### src/rtl/vga_color_sequencer.sv
// Steps a small colour palette once every FRAMES_PER_STEP video frames and
// drives the selected colour to the line generator, updating only at frame edges.
module vga_color_sequencer #(
  parameter int NUM_COLORS      = 4,
  parameter int FRAMES_PER_STEP = 60,
  parameter int IW              = $clog2(NUM_COLORS)
) (
  input  logic          CLK,
  input  logic          RST,
  input  logic          EN,
  input  logic          VGA_VSYNC,
  input  logic          WR_VALID,
  output logic          WR_READY,
  input  logic [IW-1:0] WR_ADDR,
  input  logic [11:0]   WR_DATA,
  output logic [11:0]   RGB,
  output logic [IW-1:0] IDX,
  output logic          STEP,
  output logic          DBG_STATE
);

  localparam int FCW = (FRAMES_PER_STEP > 1) ? $clog2(FRAMES_PER_STEP) : 1;
  localparam logic [FCW-1:0] FC_LAST = FCW'(FRAMES_PER_STEP - 1);

  typedef enum logic {
    HOLD = 1'b0,
    RUN  = 1'b1
  } state_t;

  state_t         state;
  logic           vs_q;
  logic           fe;
  logic           ready_q;
  logic           wr_fire;
  logic [FCW-1:0] fc;
  logic [IW-1:0]  idx_next;
  logic [11:0]    palette [NUM_COLORS];

  function automatic logic [11:0] reset_color(input int i);
    case (i)
      1:       return 12'h0F0;
      2:       return 12'h00F;
      3:       return 12'hF00;
      default: return 12'h000;
    endcase
  endfunction

  // Write handshake: a write is taken when WR_VALID and WR_READY are both high
  // at a clock edge; the requester holds WR_VALID/WR_ADDR/WR_DATA until then.
  // READY drops during frame-edge cycles so the palette is stable while RGB loads.
  assign fe        = vs_q & ~VGA_VSYNC;
  assign WR_READY  = ready_q & ~fe & ~RST;
  assign wr_fire   = WR_VALID & WR_READY;
  assign idx_next  = IDX + IW'(1);
  assign DBG_STATE = (state == RUN);

  always_ff @(posedge CLK) begin
    if (RST) begin
      for (int i = 0; i < NUM_COLORS; i++) begin
        palette[i] <= reset_color(i);
      end
    end else if (wr_fire) begin
      palette[WR_ADDR] <= WR_DATA;
    end
  end

  always_ff @(posedge CLK) begin
    if (RST) begin
      state   <= HOLD;
      vs_q    <= 1'b1;
      ready_q <= 1'b0;
      fc      <= '0;
      IDX     <= '0;
      RGB     <= 12'h000;
      STEP    <= 1'b0;
    end else begin
      vs_q    <= VGA_VSYNC;
      ready_q <= 1'b1;
      STEP    <= 1'b0;
      state   <= EN ? RUN : HOLD;
      if (fe) begin
        if (state == RUN && fc == FC_LAST) begin
          fc   <= '0;
          IDX  <= idx_next;
          RGB  <= palette[idx_next];
          STEP <= 1'b1;
        end else begin
          // HOLD freezes the counter but still reloads the current colour.
          if (state == RUN) begin
            fc <= fc + FCW'(1);
          end
          RGB <= palette[IDX];
        end
      end
    end
  end

endmodule

### config.mk
export PLATFORM = sky130hd
export DESIGN_NAME = vga_color_sequencer
export DESIGN_NICKNAME = d
export VERILOG_FILES = /design/src/rtl/vga_color_sequencer.sv
export SDC_FILE = /design/constraint.sdc
export NUM_CORES = 1
export LEC_CHECK = 0
export ABC_AREA = 1
export CAP_MARGIN = 10
export CORE_MARGIN = 8
export CORE_UTILIZATION = 60
export DETAILED_ROUTE_END_ITERATION = 7
export DONT_BUFFER_PORTS = 1
export GPL_ROUTABILITY_DRIVEN = 1
export PLACE_DENSITY = 0.78
export SYNTH_ARGS = -nofsm -noshare
export SYNTH_HDL_FRONTEND = slang
export SYNTH_SLANG_ARGS = --single-unit
### constraint.sdc
create_clock -name CLK -period 2.4 [get_ports CLK]
set_clock_uncertainty 0.1 [all_clocks]
set_input_delay 0.24 -clock CLK [delete_from_list [all_inputs] [get_ports CLK]]
set_output_delay 0.24 -clock CLK [all_outputs]
set_load 0.01 [all_outputs]
==> reports/metrics.yaml <==
worst_setup_path:
  crit_start: "vs_q"
  reg2reg_from: "vs_q"
  cp.required_ns: 2.37
  cp.arrival_ns: 2.01
  crit_path_end_kind: "flip-flop"
  reg2regPathDepth: 8
  critical_path_class: "reg -> reg"
  r2r_end: "palette[3][6]"
  cp_max_fo: 11
  cp-start-kind: "flip-flop"
  rrSetupSlack_ns: 0.37
sta:
  drv_slew: 0
  period_share: 0.848
  post-route-min-period_ns: 2.03
  fmax_mhz: 491
  slew-limit-headroom: 0.439
  rsz0062_at_grt: "no"
  fin_setup_tns_ns: 0
  hold_violations: 0
  setup_violations: 0
  worst_pin_slew_ns: 0.841
die:
  die_y_um: 95.6
  dieArea_sq_um: 9130
  coreArea_sq_um: 6240
  rows: 29
  io_pins: 36
  start_util: 0.608
  die_x_um: 95.6
yosys:
  yosysTopAreaCell: "edfxtp_1"
  yosys_warnings: 0
  syn_inst: 516
  ys_seq_area_frac: 0.517
  synth_nets: 536
  synth_area_leaders: "edfxtp_1, nand2_1, dfxtp_1"
  syn_area_sq_um: 3800
  synthArstFlopShare: 0
  synthDistinctLibCells: 26
  syn_area_per_cell_sq_um: 7.36
  synth-edff-count: 48
  ys_seq_elements: 74
  ys.flop_type: "edfxtp_1"
  yosysTopAreaCellShare: 0.380
cells_and_area:
  final_cell_area_sq_um: 4020
  fillCellCount: 554
  drive_above_1_share: 0.0731
  area_growth_pct: 5.93
  final_cell_mix: "nand2_1, nor2_1, edfxtp_1"
  num_antenna_cells: 0
  final_common_cell: "nand2_1"
  nNetsFinal: 535
clocking:
  numClockSinks: 74
  cts_max_path_buffers: 2
  root_buffer: "clkbuf_8"
  clock_latency_ns: 0.36
  postCtsSetupBuffers: 0
  h-tree-depth: 3
  clk_pin_slew_worst_paths_ns: 0.07
  cts_tree: "yes"
  cts_inserted_buffers: 9
  ctsResizeCount: 0
global_routing:
  grt_use_met2: 0.298
  grt_pass1_wl_mm: 14.3
  use_met1: 0.281
  use_met3: 0.0685
  grt_max_degree: 28
  grt_util_all_layers: 0.206
  grt_overflow_total: 0
  antenna_found_initial: 0
  busiest_layer: "met2"
  grt_pass1_vias: 2869
flow_run:
  cap_violations: 0
placed_design:
  placed_cell_area_sq_um: 3810
  dp_hpwl_mm: 6.28
  gp_congestion: 0.830
  io_buffer_count: 0
worst_hold_path:
  whs_endpoint: "palette[3][11]"
  hold_start: "WR_DATA[11]"
  hp-class: "in -> reg"
  holdPathStages: 2
drt:
  detail-route-antenna-nets: 0
  num_vias: 3125
  wl_per_cell_um: 14.6
  drc_errors: 0
  routed_wl_mm: 8.71
  viasPerCell: 5.23
  drt_iter0_drc: 336
  dr.pass1.iters: 4
run_status:
  status: "finished clean"
pwr:
  p_total_mw: 2.49
  p_leak_nw: 1.99
  p_per_area_nw_per_um2: 620
  ir_drop_mv: 0.430
## logic make-up (layout without fill, tap and decap cells)
family          count (synthesis)  in the layout  share of synthesized area
fa+ha+maj                       1              1                    0.00329
simple gates                  358            358                      0.376
xor+xnor                        2              2                    0.00461
flops                          74             74                      0.517
buf+inv                        66             70                     0.0794
compound gates                 15             15                     0.0201
## synthesized netlist by cell type, types with 2 or more instances
cell	count
edfxtp_1	48
o21ai_0	8
nand2_1	281
nor2_1	48
nor2_2	2
buf_2	11
inv_2	5
nand2_2	4
dfxtp_1	26
nand3_1	15
clkbuf_1	3
buf_6	3
buf_4	4
inv_1	38
nor2_4	5
a21oi_1	5
## how the worst max path moves through the flow
| stage | endpoint | slack, ns | depth (start not counted) |
|---|---|---|---|
| 3_5_place_dp | palette[3][5] | 0.37 | 8 |
| 6_report | palette[3][6] | 0.37 | 8 |
| 5_1_grt | RGB[10] | 0.15 | 8 |
| 3_3_place_gp | palette[1][5] | 0.42 | 9 |
| 4_1_cts | palette[3][6] | 0.36 | 8 |
| 2_1_floorplan | palette[3][0] | 0.44 | 8 |
## power breakdown
group / internal (mW) / switching [mW]
registers: 1.40 / 0.0316
logic: 0.0415 / 0.0994
clock network: 0.467 / 0.457
## repair_timing
action	CTS	global route
setup endpoints to repair	0	0
hold endpoints to repair	3	0
hold buffers	3	0
## critical path, stage by stage, from the launching register on
cell,delay [ns]
dfxtp_1,0.31
inv_1,0.09
nor2_4,0.06
nor2_4,0.13
nand2_2,0.18
inv_1,0.18
o21ai_0,0.11
nor2_1,0.34
buf_4,0.25
## sequential cells by signal (all words and copies together) (netlist names), named ones only
signal	flops
STEP	1
ready_q	1
RGB	12
DBG_STATE	1
vs_q	1
fc	6
IDX	2
palette	48
## per-layer routing
metal	up-vias	wire, um	share of wire
met1	1415	3990	0.46
met5	-	0	0
met2	132	3720	0.43
met4	0	108	0.012
li1	1570	-	-
met3	8	885	0.10
## final cells by class
type / instances / area (sq um) / share of cell area
flip-flops and latches: 74 / 1960 / 0.488
multi-input cells: 376 / 1530 / 0.381
inverters: 45 / 171 / 0.0426
clock buffers: 9 / 124 / 0.0308
well taps: 77 / 96.3 / 0.0240
repair buffers: 9 / 75.1 / 0.0187
clock inverters: 7 / 60.1 / 0.0149
## per-stage QoR
step                setup WS [ns]  instances  hold slack, ns   util
global route                0.147        597         0.00683  0.645
finish                      0.365        597          0.0171  0.645
detailed placement          0.373        578           0.215  0.610
CTS                         0.355        597         0.00624  0.645
global placement            0.423        578           0.220  0.610
floorplan                   0.445        516           0.211      -
Note: power is estimated with default switching activity, not from simulation.
